### config.mk
export PLATFORM = sky130hd
export DESIGN_NAME = dmem_port_arbiter_flat
export DESIGN_NICKNAME = d
export VERILOG_FILES = /design/src/rtl/dmem_port_arbiter_if.sv /design/src/rtl/dmem_port_arbiter.sv /design/src/flat_wrapper.sv
export SDC_FILE = /design/constraint.sdc
export NUM_CORES = 1
export LEC_CHECK = 0
export ABC_AREA = 1
export CAP_MARGIN = 20
export CORE_AREA = 2 2 118 120
export CTS_CLUSTER_SIZE = 25
export DETAILED_ROUTE_END_ITERATION = 12
export DIE_AREA = 0 0 120 122
export MAX_ROUTING_LAYER = met4
export PLACE_DENSITY = 0.8
export SLEW_MARGIN = 40
export SYNTH_ARGS = -nofsm -noshare
export SYNTH_HDL_FRONTEND = slang
export SYNTH_SLANG_ARGS = --single-unit
### constraint.sdc
create_clock -name clk -period 2.08 [get_ports clk]
set_clock_uncertainty 0.1 [all_clocks]
set_input_delay 0.208 -clock clk [delete_from_list [all_inputs] [get_ports clk]]
set_output_delay 0.208 -clock clk [all_outputs]
set_load 0.02 [all_outputs]
### src/rtl/dmem_port_arbiter_if.sv
// Bus bundle between the two memory requesters, the arbiter and the single-port data memory.
// The slave modport is the arbiter's view; master is the requester/memory side.
interface dmem_port_arbiter_if #(
    parameter int ADDR_W = 32,
    parameter int DATA_W = 32
);
    logic              m0_req;
    logic              m0_we;
    logic [ADDR_W-1:0] m0_addr;
    logic [DATA_W-1:0] m0_wdata;
    logic              m0_gnt;
    logic              m0_rvalid;
    logic [DATA_W-1:0] m0_rdata;
    logic              m1_req;
    logic              m1_we;
    logic              m1_lock;
    logic [ADDR_W-1:0] m1_addr;
    logic [DATA_W-1:0] m1_wdata;
    logic              m1_gnt;
    logic              m1_rvalid;
    logic [DATA_W-1:0] m1_rdata;
    logic [ADDR_W-1:0] mem_a;
    logic [DATA_W-1:0] mem_wd;
    logic              mem_we;
    logic [DATA_W-1:0] mem_rd;
    logic              core_stall;

    modport slave (
        input  m0_req, m0_we, m0_addr, m0_wdata,
        output m0_gnt, m0_rvalid, m0_rdata,
        input  m1_req, m1_we, m1_lock, m1_addr, m1_wdata,
        output m1_gnt, m1_rvalid, m1_rdata,
        output mem_a, mem_wd, mem_we,
        input  mem_rd,
        output core_stall
    );

    modport master (
        output m0_req, m0_we, m0_addr, m0_wdata,
        input  m0_gnt, m0_rvalid, m0_rdata,
        output m1_req, m1_we, m1_lock, m1_addr, m1_wdata,
        input  m1_gnt, m1_rvalid, m1_rdata,
        input  mem_a, mem_wd, mem_we,
        output mem_rd,
        input  core_stall
    );
endinterface

### src/rtl/dmem_port_arbiter.sv
// Shares a single-port data memory between the core (m0) and a loader/DMA master (m1).
// Define ARB_ROUND_ROBIN_EN to alternate tie-breaks instead of fixed core priority.
module dmem_port_arbiter #(
    parameter int ADDR_W    = 32,
    parameter int DATA_W    = 32,
    parameter int MAX_BURST = 4
) (
    input  logic               clk,
    input  logic               rst,
    dmem_port_arbiter_if.slave bus
);
    typedef enum logic [1:0] {
        IDLE = 2'd0,
        OWN0 = 2'd1,
        OWN1 = 2'd2
    } state_t;

    localparam logic [3:0] MAX_CNT = 4'(MAX_BURST);

    state_t            state_r;
    logic [3:0]        cnt_r;
    logic              m0_rvalid_r;
    logic              m1_rvalid_r;
    logic [DATA_W-1:0] m0_rdata_r;
    logic [DATA_W-1:0] m1_rdata_r;
    logic              gnt0_s;
    logic              gnt1_s;
    logic              tie0_s;
    logic              at_max_s;
    logic [ADDR_W-1:0] mem_a_s;
    logic [DATA_W-1:0] mem_wd_s;
    logic              mem_we_s;
`ifdef ARB_ROUND_ROBIN_EN
    logic              last_r;
`endif

    function automatic logic [3:0] cnt_inc(input logic [3:0] c);
        return (c < MAX_CNT) ? c + 4'd1 : c;
    endfunction

    assign at_max_s = (cnt_r == MAX_CNT);

    // Tie-break preference for m0 when both ports request.
    always_comb begin
`ifdef ARB_ROUND_ROBIN_EN
        tie0_s = last_r;
`else
        tie0_s = 1'b1;
`endif
    end

    // Grant selection: locked loader ownership, then contention, then single requester.
    always_comb begin
        gnt0_s = 1'b0;
        gnt1_s = 1'b0;
        if (!rst) begin
            gnt0_s = 1'b0;
            gnt1_s = 1'b0;
        end else if ((state_r == OWN1) && bus.m1_lock && bus.m1_req) begin
            // The burst limit still lets a waiting core break a loader lock.
            if (bus.m0_req && at_max_s) begin
                gnt0_s = 1'b1;
            end else begin
                gnt1_s = 1'b1;
            end
        end else if (bus.m0_req && bus.m1_req) begin
            if ((state_r == OWN0) && at_max_s) begin
                gnt1_s = 1'b1;
            end else if (tie0_s) begin
                gnt0_s = 1'b1;
            end else begin
                gnt1_s = 1'b1;
            end
        end else if (bus.m0_req) begin
            gnt0_s = 1'b1;
        end else if (bus.m1_req) begin
            gnt1_s = 1'b1;
        end else begin
            gnt0_s = 1'b0;
            gnt1_s = 1'b0;
        end
    end

    // Memory-side mux; an idle bus parks on the core address with no write data.
    always_comb begin
        mem_a_s  = bus.m0_addr;
        mem_wd_s = {DATA_W{1'b0}};
        mem_we_s = 1'b0;
        if (gnt1_s) begin
            mem_a_s  = bus.m1_addr;
            mem_wd_s = bus.m1_wdata;
            mem_we_s = bus.m1_we;
        end else if (gnt0_s) begin
            mem_a_s  = bus.m0_addr;
            mem_wd_s = bus.m0_wdata;
            mem_we_s = bus.m0_we;
        end else begin
            mem_a_s  = bus.m0_addr;
            mem_wd_s = {DATA_W{1'b0}};
            mem_we_s = 1'b0;
        end
    end

    // Ownership/burst tracking and one-cycle registered read return.
    always_ff @(posedge clk) begin
        if (!rst) begin
            state_r     <= IDLE;
            cnt_r       <= 4'd0;
            m0_rvalid_r <= 1'b0;
            m1_rvalid_r <= 1'b0;
            m0_rdata_r  <= {DATA_W{1'b0}};
            m1_rdata_r  <= {DATA_W{1'b0}};
`ifdef ARB_ROUND_ROBIN_EN
            last_r      <= 1'b1;
`endif
        end else begin
            if (gnt0_s) begin
                state_r <= OWN0;
                cnt_r   <= (state_r == OWN0) ? cnt_inc(cnt_r) : 4'd1;
            end else if (gnt1_s) begin
                state_r <= OWN1;
                cnt_r   <= (state_r == OWN1) ? cnt_inc(cnt_r) : 4'd1;
            end else begin
                state_r <= IDLE;
                cnt_r   <= 4'd0;
            end
`ifdef ARB_ROUND_ROBIN_EN
            if (gnt0_s || gnt1_s) begin
                last_r <= gnt1_s;
            end
`endif
            m0_rvalid_r <= gnt0_s & ~bus.m0_we;
            m1_rvalid_r <= gnt1_s & ~bus.m1_we;
            if (gnt0_s && !bus.m0_we) begin
                m0_rdata_r <= bus.mem_rd;
            end
            if (gnt1_s && !bus.m1_we) begin
                m1_rdata_r <= bus.mem_rd;
            end
        end
    end

    assign bus.m0_gnt     = gnt0_s;
    assign bus.m1_gnt     = gnt1_s;
    assign bus.m0_rvalid  = m0_rvalid_r;
    assign bus.m1_rvalid  = m1_rvalid_r;
    assign bus.m0_rdata   = m0_rdata_r;
    assign bus.m1_rdata   = m1_rdata_r;
    assign bus.mem_a      = mem_a_s;
    assign bus.mem_wd     = mem_wd_s;
    assign bus.mem_we     = mem_we_s;
    assign bus.core_stall = bus.m0_req & ~gnt0_s;
endmodule

### src/flat_wrapper.sv
// flat-port wrapper written by rule: the top's interface ports become plain ports
module dmem_port_arbiter_flat 
#(
    parameter int ADDR_W    = 32,
    parameter int DATA_W    = 32,
    parameter int MAX_BURST = 4
)
  (clk, rst, bus_m0_req, bus_m0_we, bus_m0_addr, bus_m0_wdata, bus_m0_gnt, bus_m0_rvalid, bus_m0_rdata, bus_m1_req, bus_m1_we, bus_m1_lock, bus_m1_addr, bus_m1_wdata, bus_m1_gnt, bus_m1_rvalid, bus_m1_rdata, bus_mem_a, bus_mem_wd, bus_mem_we, bus_mem_rd, bus_core_stall);
  dmem_port_arbiter_if #(.ADDR_W(ADDR_W), .DATA_W(DATA_W)) bus_i ();
  input  logic clk;
  input  logic rst;
  input wire logic [$bits(bus_i.m0_req)-1:0] bus_m0_req;
  input wire logic [$bits(bus_i.m0_we)-1:0] bus_m0_we;
  input wire logic [$bits(bus_i.m0_addr)-1:0] bus_m0_addr;
  input wire logic [$bits(bus_i.m0_wdata)-1:0] bus_m0_wdata;
  output wire logic [$bits(bus_i.m0_gnt)-1:0] bus_m0_gnt;
  output wire logic [$bits(bus_i.m0_rvalid)-1:0] bus_m0_rvalid;
  output wire logic [$bits(bus_i.m0_rdata)-1:0] bus_m0_rdata;
  input wire logic [$bits(bus_i.m1_req)-1:0] bus_m1_req;
  input wire logic [$bits(bus_i.m1_we)-1:0] bus_m1_we;
  input wire logic [$bits(bus_i.m1_lock)-1:0] bus_m1_lock;
  input wire logic [$bits(bus_i.m1_addr)-1:0] bus_m1_addr;
  input wire logic [$bits(bus_i.m1_wdata)-1:0] bus_m1_wdata;
  output wire logic [$bits(bus_i.m1_gnt)-1:0] bus_m1_gnt;
  output wire logic [$bits(bus_i.m1_rvalid)-1:0] bus_m1_rvalid;
  output wire logic [$bits(bus_i.m1_rdata)-1:0] bus_m1_rdata;
  output wire logic [$bits(bus_i.mem_a)-1:0] bus_mem_a;
  output wire logic [$bits(bus_i.mem_wd)-1:0] bus_mem_wd;
  output wire logic [$bits(bus_i.mem_we)-1:0] bus_mem_we;
  input wire logic [$bits(bus_i.mem_rd)-1:0] bus_mem_rd;
  output wire logic [$bits(bus_i.core_stall)-1:0] bus_core_stall;
  assign bus_i.m0_req = bus_m0_req;
  assign bus_i.m0_we = bus_m0_we;
  assign bus_i.m0_addr = bus_m0_addr;
  assign bus_i.m0_wdata = bus_m0_wdata;
  assign bus_m0_gnt = bus_i.m0_gnt;
  assign bus_m0_rvalid = bus_i.m0_rvalid;
  assign bus_m0_rdata = bus_i.m0_rdata;
  assign bus_i.m1_req = bus_m1_req;
  assign bus_i.m1_we = bus_m1_we;
  assign bus_i.m1_lock = bus_m1_lock;
  assign bus_i.m1_addr = bus_m1_addr;
  assign bus_i.m1_wdata = bus_m1_wdata;
  assign bus_m1_gnt = bus_i.m1_gnt;
  assign bus_m1_rvalid = bus_i.m1_rvalid;
  assign bus_m1_rdata = bus_i.m1_rdata;
  assign bus_mem_a = bus_i.mem_a;
  assign bus_mem_wd = bus_i.mem_wd;
  assign bus_mem_we = bus_i.mem_we;
  assign bus_i.mem_rd = bus_mem_rd;
  assign bus_core_stall = bus_i.core_stall;
  dmem_port_arbiter #(.ADDR_W(ADDR_W), .DATA_W(DATA_W), .MAX_BURST(MAX_BURST)) u_core (.clk(clk), .rst(rst), .bus(bus_i));
endmodule
Word-level counts from Yosys, hierarchy flattened
Cells that the tools add are included.
Word-level totals
  flip-flop bits (word level): 72
  input port bits: 167
  output and inout port bits: 134
  word-level logic and storage cells: 54
Operators by class
  add/subtract/negate cells: 1
  $lt $le $gt $ge: 1
  equality and inequality tests: 3
  muxes and demuxes: 25
  bitwise operators: 7
  reduce and logical (&&, ||, !) cells: 10
Operators by type and width (number)
  32-bit 2-to-1 mux: 3
  4-bit 2-to-1 mux: 5
  1-bit 2-to-1 mux: 16
  1-bit logical AND: 7
  4-bit by 1-bit adder with 4-bit output, second input constant: 1
  4-bit by 3-bit == test with 1-bit output, second input constant: 1
  4-bit by 3-bit less-than comparator with 1-bit output, second input constant: 1
  1-bit inverter: 4
  1-bit bitwise AND: 3
  2-bit by 1-bit == test with 1-bit output, second input constant: 1
  2-bit == test, second input constant: 1
  1-bit zero test: 2
  2-bit 2-to-1 mux: 1
  2-bit OR reduction: 1

Depth between registers and ports, before layout
  word-level depth: 8
  gate-level depth with buffers: 14
  gate-level depth less buffers: 12

Worst setup path after synthesis
No wires, ideal clock.
  path kind: register to output
  from: register u_core.cnt_r[0]
  to: output bus_mem_wd[22]
  arrival: 1.539 ns
  data required time: 1.772 ns
  slack: 0.233 ns
  cell stages (with the launch flop): 14
  path buffers: 1
  cells stage by stage: dfxtp_1 inv_1 ha_1 nand2_1 nor2_1 nand2_1 nand2_1 nand2_1 nand2_4 nand2_4 inv_4 buf_2 nand2_1 nand2_1
On the way
  elaborated cells between the ends (all ways): 15
  those cells by class: eq/ne (1); mux (12); reduce/logical (2)
RTL lines
  start, declared: RTL line dmem_port_arbiter.sv:21  | logic [3:0] cnt_r;
  start signal, assigned: RTL line dmem_port_arbiter.sv:119  | cnt_r <= (state_r == OWN0) ? cnt_inc(cnt_r) : 4'd1;
  start signal, assigned: RTL line dmem_port_arbiter.sv:122  | cnt_r <= (state_r == OWN1) ? cnt_inc(cnt_r) : 4'd1;
  4-bit by 3-bit == test with 1-bit output *: RTL line dmem_port_arbiter.sv:41  | assign at_max_s = (cnt_r == MAX_CNT);
  1-bit logical AND: RTL line dmem_port_arbiter.sv:67  | if ((state_r == OWN0) && at_max_s) begin
  1-bit 2-to-1 mux: RTL line dmem_port_arbiter.sv:67
  1-bit 2-to-1 mux: RTL line dmem_port_arbiter.sv:66  | end else if (bus.m0_req && bus.m1_req) begin
  1-bit 2-to-1 mux *: RTL line dmem_port_arbiter.sv:59  | end else if ((state_r == OWN1) && bus.m1_lock && bus.m1_req) begin
  1-bit 2-to-1 mux *: RTL line dmem_port_arbiter.sv:56  | if (!rst) begin
  net bus_m1_gnt: RTL line flat_wrapper.sv:24  | output wire logic [$bits(bus_i.m1_gnt)-1:0] bus_m1_gnt;
  32-bit 2-to-1 mux *: RTL line dmem_port_arbiter.sv:89  | if (gnt1_s) begin
  end, declared: RTL line flat_wrapper.sv:28  | output wire logic [$bits(bus_i.mem_wd)-1:0] bus_mem_wd;
The timed path passes the listed nets; every way through them passes the cells marked *.

Final worst setup path
  from: register u_core.cnt_r[0]
  to: output bus_mem_a[27]
On the way
  cells in the longest elaborated chain, start to end: 7
  elaborated cells between the ends (all ways): 9
  those cells by class: eq/ne (1); mux (6); reduce/logical (2)
RTL lines
  4-bit by 3-bit == test with 1-bit output *: RTL line dmem_port_arbiter.sv:41
  1-bit logical AND: RTL line dmem_port_arbiter.sv:67
  1-bit 2-to-1 mux: RTL line dmem_port_arbiter.sv:67
  1-bit 2-to-1 mux: RTL line dmem_port_arbiter.sv:66
  1-bit 2-to-1 mux *: RTL line dmem_port_arbiter.sv:59
  1-bit 2-to-1 mux *: RTL line dmem_port_arbiter.sv:56
  32-bit 2-to-1 mux *: RTL line dmem_port_arbiter.sv:89
  end, declared: RTL line flat_wrapper.sv:27  | output wire logic [$bits(bus_i.mem_a)-1:0] bus_mem_a;
Mark *: on every way between the ends. The rest lies on a longest branch, timed or not.

==> results.sh <==
export IMPL_hold_path_end="u_core.state_r[0]"
export IMPL_timing_rr_end="u_core.bus.m1_rdata[29]"
export IMPL_grt_usage=0.255
export IMPL_critical_path_top_delay_family="simple AND/OR/NAND/NOR gates"
export IMPL_cts_tree="done"
export IMPL_syn_num_nets=871
export IMPL_p_per_area_nw_per_um2=511
export IMPL_firstDrtPassIters=5
export IMPL_status="finished, violations left"
export IMPL_synth_area_um2=4090
export IMPL_min_path_cells=3
export IMPL_place_area_um2=7470
export IMPL_finalSetupViolCount=68
export IMPL_initial_core_util=0.303
export IMPL_fp_dieH_um=122
export IMPL_postRouteAntennaNets=0
export IMPL_finalNetCount=1219
export IMPL_synth_seq_cells=72
export IMPL_synth_cells=702
export IMPL_finalCritPeriodShare=1.16
export IMPL_synth_area_leaders="nand2_1, dfxtp_1, nand4_1"
export IMPL_dp_hpwl_mm=12.6
export IMPL_drt_iter0_drc=415
export IMPL_cpMostUsedCell="nand2_2"
export IMPL_critPathMaxFanout=5
export IMPL_timing_final_ws_setup_ns=-0.327
export IMPL_synth_top_area_share=0.379
export IMPL_timing_hold_ws_ns=0.146
export IMPL_final_cell_area_um2=9170
export IMPL_crit_path_end_kind="output pin"
export IMPL_hold_start="rst"
export IMPL_max_clock_freq_ghz=0.415
export IMPL_max_slew_margin=0.636
export IMPL_max_cap_violations=0
export IMPL_wire_per_inst_um=16.4
export IMPL_worst_pin_slew_ns=0.546
export IMPL_ir_drop_v=0.000401
export IMPL_worst_setup_path_start_kind="flop"
export IMPL_num_rows=43
export IMPL_final_core_util=0.679
export IMPL_path_clk_slew_ns=0.06
export IMPL_antenna_cells=0
export IMPL_final_common_cell="nand2_1"
export IMPL_die_area_um2=14600
export IMPL_numCtsBuffers=9
export IMPL_synth_area_leader_cell="nand2_1"
export IMPL_violations="negative setup slack"
export IMPL_hold_class="input pin to flop"
export IMPL_clk_latency_ns=0.32
export IMPL_htreeDepth=3
export IMPL_antenna_found_initial=0
export IMPL_arrival_ns=2.10
export IMPL_die_x_um=120
export IMPL_r2r_slack_ns=0.01
export IMPL_hold_violations=0
export IMPL_rr_worst_depth=13
export IMPL_dp_cells=1173
export IMPL_wl_mm=20.2
export IMPL_crit_buf_inv=5
export IMPL_area_growth_pct=124
export IMPL_routed_via_density=4.67
export IMPL_path_class="flop to output pin"
export IMPL_cts_buffer_depth=2
export IMPL_instances_no_fill=1235
export IMPL_p_leak_uw=0.00474
export IMPL_crit_chain="inv_2 -> ha_4 -> nand2_4 -> nor2_4 -> nand2_2 -> nand2_2 -> nand2_2 -> nand2_4 -> nand2_8 -> buf_12 -> buf_16 -> buf_8 -> nand2_2 -> nand2_2 -> buf_6"
export IMPL_final_max_slew_viol_count=0
export IMPL_rsz0062_at_grt="true"
export IMPL_grt_overflow_total=0
export IMPL_numClockSinks=72
export IMPL_layout_common_cells="nand2_1, clkdlybuf4s50_1, nand2_2, buf_6, inv_1"
export IMPL_core_area_um2=13500
export IMPL_finalCriticalPeriod_ns=2.41
export IMPL_portBuffers=300
export IMPL_drive_gt1_frac=0.297
export IMPL_grt_max_degree=131
export IMPL_syn_avg_cell_area_um2=5.82
export IMPL_place_gp_congestion=0.871
export IMPL_max_stage_delay_ns=0.32
export IMPL_cp_slowest_cell="dfxtp_2"
export IMPL_yosysUniqueCellTypes=21
export IMPL_vias=5763
export IMPL_grt_pass1_vias=5505
export IMPL_cts_root_buf="clkbuf_16"
export IMPL_r2r_start="u_core.cnt_r[0]"
export IMPL_grt_pass1_wl_mm=28.2
export IMPL_drc=0
export IMPL_dp_slack_ns=-0.532
export IMPL_ys_seq_area_frac=0.353
export IMPL_pin_count=301
export IMPL_yosysWarnings=0
export IMPL_cp_required_ns=1.77
tightest hold or removal path, cell delays in order:
cell	delay, ns
buf_4	0.15
inv_1	0.11
nor2_1	0.06
worst max path at each step:
stage | to | cells past startpoint | startpoint | slack [ns]
2_1_floorplan | bus_mem_wd[22] | 13 | u_core.cnt_r[0] | 0.23
3_3_place_gp | bus_mem_a[24] | 12 | bus_m1_req | -0.49
3_5_place_dp | bus_mem_wd[8] | 11 | bus_m1_req | -0.53
4_1_cts | u_core.bus.m0_rdata[8] | 18 | u_core.cnt_r[0] | -0.34
5_1_grt | bus_mem_a[27] | 15 | u_core.cnt_r[0] | -0.43
6_report | bus_mem_a[27] | 15 | u_core.cnt_r[0] | -0.33
sequential cells by signal, indices dropped and copies added (netlist names):
name	cells
u_core.bus.m0_rdata	32
u_core.bus.m1_rdata	32
u_core.cnt_r	4
u_core.state_r	2
u_core.bus.m0_rvalid	1
u_core.bus.m1_rvalid	1
metal layers:
layer  vias up  GRT usage  share of wire
li1       2835          -              -
met1      2593      0.271           0.37
met2       270      0.431           0.51
met3        65     0.0623          0.068
met4         0      0.153          0.061
met5         -          -              0
synth_stat cells, drive strengths merged:
cell,number
a21oi,2
buf,30
clkbuf,17
dfxtp,72
ha,2
inv,82
mux2i,1
nand2,416
nand3,2
nand4,65
nor2,11
o21ai,1
xor2,1
power by group:
part	switching [uW]	leakage, uW	internal, uW	total [uW]
Combinational	788	0.00401	880	1670
Clock	579	0.000145	959	1540
Sequential	34.4	0.000589	1450	1480
cell type report:
class                   instances  area [um^2]
flip-flops and latches         72         1440
clock inverters                 5         56.3
fillers                      1025         4340
multi-input cells             501         2690
well taps                     180          225
clock buffers                  11          243
inverters                      82          318
repair buffers                384         4200
kinds of logic after synthesis:
family                   count (synthesis)  synth area share
AO/OA/AOI/OAI                            3           0.00459
XOR/XNOR                                 1           0.00214
adder cells (fa/ha/maj)                  2           0.00612
buffers and inverters                  129             0.133
flip-flops                              72             0.353
multiplexers                             1           0.00245
AND/OR/NAND/NOR                        494             0.500
metrics by stage:
stage	power, uW	setup TNS, ns
after floorplan	2010	0
after global placement	2800	-31.08
after detailed placement	2810	-34.31
after CTS	4600	-26.17
after global routing	4860	-27.08
final	4690	-17.34
what timing repair did:
item | CTS | global route
pin swaps | 43 | 33
gates resized for setup | 515 | 75
cloned | 7 | 3
hold buffers | 0 | 0
setup buffers | 34 | 10
endpoints found under the setup margin | 100 | 136
Note: power is estimated with default switching activity, not from simulation.
